$ cat src/rtl/mic1_mem_pkg.sv
// Shared types for the MIC-1 memory sequencer: FSM encoding, data widths and
// the layout of the two pending-request slots.
package mic1_mem_pkg;

  localparam int DATA_W      = 32;
  localparam int BYTE_W      = 8;
  localparam int SLOT_ADDR_W = 32;

  typedef enum logic [1:0] {
    IDLE  = 2'd0,
    DATA  = 2'd1,
    FETCH = 2'd2
  } state_t;

  // Slot addresses are stored zero-extended; only the low ADDR_W bits reach the port.
  typedef struct packed {
    logic                   valid;
    logic                   we;
    logic [SLOT_ADDR_W-1:0] addr;
    logic [DATA_W-1:0]      wdata;
  } data_slot_t;

  typedef struct packed {
    logic                   valid;
    logic [SLOT_ADDR_W-1:0] addr;
    logic [1:0]             offset;
  } fetch_slot_t;

endpackage

$ cat src/rtl/mic1_byte_lane.sv
// Little-endian byte extraction from a 32-bit memory word.
module mic1_byte_lane
  import mic1_mem_pkg::*;
(
  input  logic [DATA_W-1:0] word,
  input  logic [1:0]        offset,
  output logic [BYTE_W-1:0] lane_byte
);

  logic [BYTE_W-1:0] lanes [4];

  for (genvar gi = 0; gi < 4; gi++) begin : g_lane
    assign lanes[gi] = word[gi*BYTE_W +: BYTE_W];
  end

  assign lane_byte = lanes[offset];

endmodule

$ cat src/rtl/mic1_mem_ctrl.sv
// MIC-1 memory sequencer: queues one data access and one instruction fetch and
// arbitrates them onto a single-port word memory with a req/ack handshake.
module mic1_mem_ctrl
  import mic1_mem_pkg::*;
#(
  parameter int ADDR_W     = 16,
  parameter int STARVE_MAX = 2
) (
  input  logic              clk,
  input  logic              rst,
  input  logic              rd_req,
  input  logic              wr_req,
  input  logic              fetch_req,
  input  logic [31:0]       mar,
  input  logic [31:0]       mdr_wdata,
  input  logic [31:0]       pc,
  output logic [31:0]       mdr_rdata,
  output logic              mdr_load,
  output logic [7:0]        mbr_data,
  output logic              mbr_load,
  output logic              stall,
  output logic              err,
  output logic              mem_req,
  output logic              mem_we,
  output logic [ADDR_W-1:0] mem_addr,
  output logic [31:0]       mem_wdata,
  input  logic [31:0]       mem_rdata,
  input  logic              mem_ack
);

  localparam int CNT_W = (STARVE_MAX < 1) ? 1 : $clog2(STARVE_MAX + 1);
  localparam logic [CNT_W-1:0] STARVE_LIM = CNT_W'(STARVE_MAX);

  state_t            state_reg, state_next;
  data_slot_t        data_slot_reg, data_slot_next;
  fetch_slot_t       fetch_slot_reg, fetch_slot_next;
  logic [CNT_W-1:0]  starve_cnt_reg, starve_cnt_next;

  logic              mem_req_reg, mem_req_next;
  logic              mem_we_reg, mem_we_next;
  logic [ADDR_W-1:0] mem_addr_reg, mem_addr_next;
  logic [31:0]       mem_wdata_reg, mem_wdata_next;
  logic [31:0]       mdr_rdata_reg, mdr_rdata_next;
  logic              mdr_load_reg, mdr_load_next;
  logic [7:0]        mbr_data_reg, mbr_data_next;
  logic              mbr_load_reg, mbr_load_next;
  logic              err_reg, err_next;

  logic              data_strobe, data_ack, fetch_ack, data_busy, fetch_busy;
  logic              grant_point, grant_data, grant_fetch, data_first;
  logic [BYTE_W-1:0] lane_byte;
  logic              unused_addr_bits;

  assign unused_addr_bits = ^{mar[31:ADDR_W], pc[31:ADDR_W+2]};

  assign data_strobe = rd_req | wr_req;
  assign data_ack    = (state_reg == DATA) && mem_ack;
  assign fetch_ack   = (state_reg == FETCH) && mem_ack;
  // A slot being acknowledged this cycle counts as free so it can be refilled at once.
  assign data_busy   = data_slot_reg.valid && !data_ack;
  assign fetch_busy  = fetch_slot_reg.valid && !fetch_ack;

  always_comb begin
    data_slot_next = data_slot_reg;
    if (data_ack) data_slot_next.valid = 1'b0;
    if (data_strobe && !data_busy) begin
      data_slot_next.valid = 1'b1;
      data_slot_next.we    = wr_req;
      data_slot_next.addr  = SLOT_ADDR_W'(mar[ADDR_W-1:0]);
      data_slot_next.wdata = mdr_wdata;
    end
  end

  always_comb begin
    fetch_slot_next = fetch_slot_reg;
    if (fetch_ack) fetch_slot_next.valid = 1'b0;
    if (fetch_req && !fetch_busy) begin
      fetch_slot_next.valid  = 1'b1;
      fetch_slot_next.addr   = SLOT_ADDR_W'(pc[ADDR_W+1:2]);
      fetch_slot_next.offset = pc[1:0];
    end
  end

  mic1_byte_lane u_byte_lane (
    .word      (mem_rdata),
    .offset    (fetch_slot_reg.offset),
    .lane_byte (lane_byte)
  );

  // FSM: state register
  always_ff @(posedge clk) begin
    if (rst) state_reg <= IDLE;
    else     state_reg <= state_next;
  end

  // FSM: next state. Arbitration looks at the slot contents as they will be
  // after this edge, so a same-cycle capture or refill is granted immediately.
  assign grant_point = ((state_reg != DATA) && (state_reg != FETCH)) || mem_ack;
  assign data_first  = !fetch_slot_next.valid || (starve_cnt_reg < STARVE_LIM);

  always_comb begin
    state_next  = state_reg;
    grant_data  = 1'b0;
    grant_fetch = 1'b0;
    if (grant_point) begin
      if (data_slot_next.valid && data_first) begin
        state_next = DATA;
        grant_data = 1'b1;
      end else if (fetch_slot_next.valid) begin
        state_next  = FETCH;
        grant_fetch = 1'b1;
      end else begin
        state_next = IDLE;
      end
    end
  end

  // FSM: outputs (next values of the registered port signals)
  always_comb begin
    mem_req_next    = (state_next != IDLE);
    mem_we_next     = mem_we_reg;
    mem_addr_next   = mem_addr_reg;
    mem_wdata_next  = mem_wdata_reg;
    starve_cnt_next = starve_cnt_reg;
    if (grant_data) begin
      mem_we_next    = data_slot_next.we;
      mem_addr_next  = data_slot_next.addr[ADDR_W-1:0];
      mem_wdata_next = data_slot_next.wdata;
      if (fetch_slot_next.valid && (starve_cnt_reg < STARVE_LIM))
        starve_cnt_next = starve_cnt_reg + 1'b1;
    end else if (grant_fetch) begin
      mem_we_next     = 1'b0;
      mem_addr_next   = fetch_slot_next.addr[ADDR_W-1:0];
      mem_wdata_next  = '0;
      starve_cnt_next = '0;
    end
    mdr_load_next  = data_ack && !data_slot_reg.we;
    mdr_rdata_next = mdr_load_next ? mem_rdata : mdr_rdata_reg;
    mbr_load_next  = fetch_ack;
    mbr_data_next  = fetch_ack ? lane_byte : mbr_data_reg;
    err_next       = err_reg | (rd_req & wr_req) | (mem_ack & ~mem_req_reg);
  end

  always_ff @(posedge clk) begin
    if (rst) begin
      data_slot_reg  <= '0;
      fetch_slot_reg <= '0;
      starve_cnt_reg <= '0;
      mem_req_reg    <= 1'b0;
      mem_we_reg     <= 1'b0;
      mem_addr_reg   <= '0;
      mem_wdata_reg  <= '0;
      mdr_rdata_reg  <= '0;
      mdr_load_reg   <= 1'b0;
      mbr_data_reg   <= '0;
      mbr_load_reg   <= 1'b0;
      err_reg        <= 1'b0;
    end else begin
      data_slot_reg  <= data_slot_next;
      fetch_slot_reg <= fetch_slot_next;
      starve_cnt_reg <= starve_cnt_next;
      mem_req_reg    <= mem_req_next;
      mem_we_reg     <= mem_we_next;
      mem_addr_reg   <= mem_addr_next;
      mem_wdata_reg  <= mem_wdata_next;
      mdr_rdata_reg  <= mdr_rdata_next;
      mdr_load_reg   <= mdr_load_next;
      mbr_data_reg   <= mbr_data_next;
      mbr_load_reg   <= mbr_load_next;
      err_reg        <= err_next;
    end
  end

  // Held off while the port is busy so the control path re-presents the request.
  assign stall     = (data_strobe && data_busy) || (fetch_req && fetch_busy);
  assign mem_req   = mem_req_reg;
  assign mem_we    = mem_we_reg;
  assign mem_addr  = mem_addr_reg;
  assign mem_wdata = mem_wdata_reg;
  assign mdr_rdata = mdr_rdata_reg;
  assign mdr_load  = mdr_load_reg;
  assign mbr_data  = mbr_data_reg;
  assign mbr_load  = mbr_load_reg;
  assign err       = err_reg;

endmodule

$ cat config.mk
export PLATFORM = sky130hd
export DESIGN_NAME = mic1_mem_ctrl
export DESIGN_NICKNAME = d
export VERILOG_FILES = /design/src/rtl/mic1_mem_pkg.sv /design/src/rtl/mic1_byte_lane.sv /design/src/rtl/mic1_mem_ctrl.sv
export SDC_FILE = /design/constraint.sdc
export NUM_CORES = 1
export LEC_CHECK = 0
export ABC_AREA = 1
export BUFFER_PORTS_ARGS = -buffer_cell sky130_fd_sc_hd__buf_2
export CAP_MARGIN = 20
export CORE_MARGIN = 5
export CORE_UTILIZATION = 45
export DETAILED_ROUTE_END_ITERATION = 8
export HOLD_SLACK_MARGIN = 0.02
export PLACE_DENSITY = 0.85
export SLEW_MARGIN = 25
export SYNTH_ARGS = -nofsm -noshare
export SYNTH_HDL_FRONTEND = slang
export SYNTH_HIERARCHICAL = 1
export SYNTH_SLANG_ARGS = --single-unit
$ cat constraint.sdc
create_clock -name clk -period 1.6 [get_ports clk]
set_input_delay 0.24 -clock clk [delete_from_list [all_inputs] [get_ports clk]]
set_output_delay 0.24 -clock clk [all_outputs]
set_load 0.01 [all_outputs]
-- Yosys cells after proc, flatten, opt, wreduce, memory -nomap -nowiden
Index checks and enable logic that the tools add are counted.
- flip-flop bits (word level): 166
- output and inout bits: 94
- word-level logic and storage cells: 81
- add/sub/neg operators: 1
- order comparisons: 2
- eq/ne operators: 5
- mux-type cells: 24
- bitwise gates (word level): 7
- reduce and logical (&&, ||, !) cells: 24
- operators with widths (kind ; count):
    $mux 66 ; 1
    $mux 32 ; 2
    $mux 35 ; 1
    $mux 16 ; 2
    $bmux 8 s2 ; 1
    $mux 8 ; 2
    $logic_and 1x1->1 ; 12
    $mux 2 ; 6
    $mux 1 ; 9
    $logic_not 1->1 ; 6
    $ne 2x1->1 const B ; 2
    $reduce_bool 2->1 ; 2
    $ge 3x3->1 const B ; 1
    $logic_or 1x1->1 ; 3
    $not 2->3 ; 1
    $or 1x1->1 ; 3
    $add 2x1->2 const B ; 1
    $and 1x1->1 ; 2
    $eq 2x1->1 const B ; 1
    $eq 2x2->1 const B ; 1
    $lt 2x2->1 const B ; 1
    $ne 2x2->1 const B ; 1
    $reduce_and 2->1 ; 1
    $not 1->1 ; 1

-- Depth between registers and ports, before layout
- depth in word-level cells: 14
- mapped depth: 13
- mapped depth without buffers: 12

-- By module
Netlist, hierarchy kept.
- modules (own cells, without submodules) (module ; times used ; cells each ; area an instance (µm²) ; seq. area each (µm²)):
    mic1_mem_ctrl ; 1 ; 810 ; 6334.8 ; 3323.2
    mic1_byte_lane ; 1 ; 94 ; 395.4 ; 0.0

-- Least setup slack after synthesis
Ideal clock, no wire load.
- path kind: reg-to-reg
- start point: register state_reg[0]
- end point: register mem_addr_reg[0] (netlist: mem_addr[0])
- arrival: 1.592 ns
- required time: 1.472 ns
- slack: -0.120 ns
- cell stages (with the launch flop): 12
- period minus slack after synthesis: 1.720 ns
- path through: dfxtp_1 inv_1 ha_1 or2_2 buf_2 nand3_4 inv_2 buf_4 nand2_1 nand2_1 nor2_1 nor2_1
- word-level cells in the longest chain between the ends: 13
- elaborated cells between the ends (all ways): 31
- those cells by class: 4 x eq/ne; 11 x mux; 16 x reduce/logical
- ends and longest elaborated chain (what ; line ; source):
    from (decl) ; mic1_mem_ctrl.sv:34 ; state_t state_reg, state_next;
    from (signal assigned) ; mic1_mem_ctrl.sv:93 ; else state_reg <= state_next;
    $eq 2x2->1 ; mic1_mem_ctrl.sv:58 ; assign fetch_ack = (state_reg == FETCH) && mem_ack;
    $logic_and 1x1->1 ; mic1_mem_ctrl.sv:58 ;
    $logic_not 1->1 ; mic1_mem_ctrl.sv:61 ; assign fetch_busy = fetch_slot_reg.valid && !fetch_ack;
    $logic_and 1x1->1 ; mic1_mem_ctrl.sv:61 ;
    $logic_not 1->1 ; mic1_mem_ctrl.sv:77 ; if (fetch_req && !fetch_busy) begin
    $logic_and 1x1->1 ; mic1_mem_ctrl.sv:77 ;
    $mux 35 ; mic1_mem_ctrl.sv:77 ;
    $logic_not 1->1 ; mic1_mem_ctrl.sv:99 ; assign data_first = !fetch_slot_next.valid || (starve_cnt_reg < STARVE_LIM);
    $logic_or 1x1->1 ; mic1_mem_ctrl.sv:99 ;
    $logic_and 1x1->1 ; mic1_mem_ctrl.sv:106 ; if (data_slot_next.valid && data_first) begin
    $mux 1 ; mic1_mem_ctrl.sv:106 ;
    $mux 1 ; mic1_mem_ctrl.sv:105 ; if (grant_point) begin
    $mux 16 / $reduce_bool 2->1 (equally long branches) ; -- ;
    to (signal assigned) ; mic1_mem_ctrl.sv:164 ; mem_addr_reg <= mem_addr_next;
    to (decl) ; mic1_mem_ctrl.sv:41 ; logic [ADDR_W-1:0] mem_addr_reg, mem_addr_next;
Parallel ways exist; a longest one is shown, timed or not. The select of a mux whose other input is x is not followed.
A chain may end at the register's enable or synchronous reset.

-- Final worst setup path
- start point: register state_reg[1]
- end point: output stall
- word-level cells in the longest chain between the ends: 6
- elaborated cells between the ends (all ways): 11
- those cells by class: 2 x eq/ne; 9 x reduce/logical
- ends and longest elaborated chain (what ; line ; source):
    $eq 2x1->1 / $eq 2x2->1 (equally long branches) ; mic1_mem_ctrl.sv:57, mic1_mem_ctrl.sv:58 ;
    $logic_and 1x1->1, on equally long branches ; mic1_mem_ctrl.sv:57, mic1_mem_ctrl.sv:58 ;
    $logic_not 1->1, on equally long branches ; mic1_mem_ctrl.sv:60, mic1_mem_ctrl.sv:61 ;
    $logic_and 1x1->1, on equally long branches ; mic1_mem_ctrl.sv:60, mic1_mem_ctrl.sv:61 ;
    $logic_and 1x1->1 ; mic1_mem_ctrl.sv:175 ; assign stall = (data_strobe && data_busy) || (fetch_req && fetch_busy);
    $logic_or 1x1->1 * ; mic1_mem_ctrl.sv:175 ;
    to (decl) ; mic1_mem_ctrl.sv:21 ; output logic stall,
Mark *: on every way between the ends. The rest lies on a longest branch, timed or not.

==> results.sh <==
export IMPL_cellLeakagePower_nw=4.45
export IMPL_fin_crit_sh_pct=112
export IMPL_clk_latency_ns=0.42
export IMPL_fmax_mhz=558
export IMPL_slew_headroom_pct=71.0
export IMPL_postSynth_asyncResetShare_pct=0
export IMPL_slowest_stage="dfxtp_4"
export IMPL_nets=1258
export IMPL_rows=44
export IMPL_place_inst=1267
export IMPL_r2r_start="state_reg[1]$_SDFF_PP0_"
export IMPL_tightest_slew_ns=0.435
export IMPL_power_frac_clock_pct=36.8
export IMPL_synthFlopType="dfxtp_1"
export IMPL_hold_violations=0
export IMPL_numClockSinks=166
export IMPL_globalplace_congestion=0.889
export IMPL_grt_pass1_vias=6427
export IMPL_max_cap_viol_count=0
export IMPL_setup_worst_path_start_class="register"
export IMPL_grt_start_max_net_pins=75
export IMPL_hp_class="input pin to register"
export IMPL_start_util_pct=46.1
export IMPL_first_pass_iters=5
export IMPL_p_int_w=0.00765
export IMPL_syn2layout_area_growth_pct=35.9
export IMPL_drt_wl_total_um=19600
export IMPL_die_w_um=132
export IMPL_vias=6573
export IMPL_synth_area_um2=6730
export IMPL_holdWs_ns=0.0612
export IMPL_critPathLaunch="state_reg[1]$_SDFF_PP0_"
export IMPL_finalPower_w=0.0107
export IMPL_drtIter0Drc=510
export IMPL_synth_nets=1040
export IMPL_power_density_nw_per_um2=1170
export IMPL_crit_top_cell="nand2_4"
export IMPL_power_switching_w=0.00306
export IMPL_drive_gt1_share_pct=31.8
export IMPL_multi_input_area_um2=3040
export IMPL_synth_edff_count=0
export IMPL_synth_top_area_share_pct=49.4
export IMPL_violations="setup timing"
export IMPL_gr_total_overflow=0
export IMPL_max_stage_delay_ns=0.37
export IMPL_setup_viol=68
export IMPL_yosys_register_bits=166
export IMPL_worstPathArrival_ns=1.55
export IMPL_synth_top_cell_by_area="dfxtp_1"
export IMPL_antenna_found_initial=4
export IMPL_fill_cells=1207
export IMPL_cp_required_ns=1.36
export IMPL_ant_nets=0
export IMPL_grt_pass1_wl_um=31200
export IMPL_yosys_top_cells_area="dfxtp_1, nand2_1, nor2_1"
export IMPL_clk_pin_slew_ns=0.06
export IMPL_largest_reg_flops=50
export IMPL_cts_htree_levels=4
export IMPL_hpwl_um=13400
export IMPL_core_um2=14600
export IMPL_regArea_um2=3330
export IMPL_p_sw_share_pct=28.6
export IMPL_crit_path_max_fanout=2
export IMPL_sequentialPowerShare_pct=43.3
export IMPL_wl_per_cell_um=14.8
export IMPL_io_pins=228
export IMPL_dp_slack_ns=-0.124
export IMPL_p_comb_share_pct=19.9
export IMPL_avgSynthCellArea_um2=7.44
export IMPL_route_detailed_drc=0
export IMPL_fin_cells=1323
export IMPL_clock_path_buffers=2
export IMPL_synth_common_cells="nand2_1, dfxtp_1, nor2_1, o21ai_0, inv_1"
export IMPL_cp_end_kind="primary output"
export IMPL_yosysWarnings=6
export IMPL_design_die_area_um2=17500
export IMPL_vias_per_cell=4.97
export IMPL_crit_path_cell_trace="inv_2 > ha_2 > nand2_4 > nand2_4 > buf_4 > o22ai_4 > buf_2"
export IMPL_track_usage_pct=21.6
export IMPL_clockRootBuffer="clkbuf_16"
export IMPL_syn_inst=904
export IMPL_status="finished with violations"
export IMPL_cts_tree="done"
export IMPL_fp_dieH_um=132
export IMPL_synthDistinctLibCells=31
export IMPL_port_buffer_count=197
export IMPL_rsz0062_at_grt="true"
export IMPL_yosysSeqAreaShare_pct=49.4
export IMPL_postLayoutCellArea_um2=9140
export IMPL_period_needed_ns=1.79
export IMPL_fin_skew_ns=0.00539
export IMPL_hp_start="mem_rdata[1]"
export IMPL_peakVddDrop_v=0.000752
export IMPL_dpl_cell_area_um2=8120
export IMPL_setup_slack_ns=-0.193
export IMPL_drv_slew=0
export IMPL_yosysMostFrequentCell="nand2_1"
export IMPL_cts_buffers=17
export IMPL_worstSetupPathType="register to primary output"
logic make-up (layout without fill, tap and decap cells):
family / Yosys count / after routing / share of synthesized area [%]
adders and majority gates: 2 / 2 / 0.372
and+or+nand+nor: 474 / 475 / 28.8
AOI/OAI and AO/OA: 148 / 148 / 13.6
other: 0 / 4 / 0
DFF: 166 / 166 / 49.4
buffers and inverters: 114 / 344 / 7.81
routing by layer:
metal	vias up	global-route usage [%]	part of all wire, %
met5	-	0	0
met4	0	8.82	2.9
met3	45	5.69	6.7
met2	211	36.3	49
met1	3017	26.4	41
li1	3300	-	-
final timing paths:
path              cells past startpoint  slack [ns]                           end
setup / recovery                      7       -0.19                         stall
hold / removal                        3        0.06     mdr_rdata[1]$_SDFFE_PP0P_
setup reg to reg                     11       -0.17    mem_wdata[17]$_SDFFE_PP0P_
hold reg to reg                       2        0.46  data_slot_reg[13]$_SDFF_PP0_
metrics by stage:
step           utilization, %  TNS [ns]
2_1_floorplan               -         0
3_3_place_gp             55.6    -0.632
6_report                 62.7     -7.21
5_1_grt                  62.7    -12.50
4_1_cts                  61.1     -6.16
3_5_place_dp             55.6     -4.03
cells in the final DEF, fill, tap and decap left out, types with 4 or more instances in the layout:
master       n
a21oi_1     22
a21oi_2     37
a21oi_4      4
buf_12      16
buf_2      196
buf_4       24
buf_6        7
buf_8        4
clkbuf_16   21
clkinv_4     6
dfxtp_1    164
diode_2      4
inv_1       54
nand2_1    267
nand2_4      7
nand3_1     41
nand4_1     10
nor2_1     129
o21ai_0     57
o21ai_1     21
final cells by class:
cell class	instances	area share, %
antenna	4	0.109
clock buffer	20	4.99
clock inverter	12	1.33
inverter	61	2.60
multi-input combinational	625	33.2
sequential	166	36.4
tap	184	2.52
timing repair buffer	251	18.8
worst max-delay path, delay by kind of cell (launching register included):
family	cells	cell delay [ns]
DFF	1	0.37
buffers and inverters	3	0.35
adders and majority gates	1	0.18
and+or+nand+nor	2	0.13
AOI/OAI and AO/OA	1	0.10
what timing repair did:
item | in CTS | in global routing
resized for setup | 33 | 38
pin swaps | 6 | 25
setup buffers | 8 | 8
hold buffers | 0 | 0
hold endpoints to repair | 0 | 0
setup endpoints to repair | 53 | 97
cloned | 2 | 4
power groups by stage:
stage | logic (W) | clock network (W) | registers [W]
finish | 0.00213 | 0.00394 | 0.00465
global route | 0.00234 | 0.00422 | 0.00468
CTS | 0.00202 | 0.00402 | 0.00464
detailed placement | 0.00188 | 0 | 0.00473
global placement | 0.00184 | 0 | 0.00471
floorplan | 0.00101 | 0 | 0.00480
No activity file was read; power rests on OpenSTA's default activity.
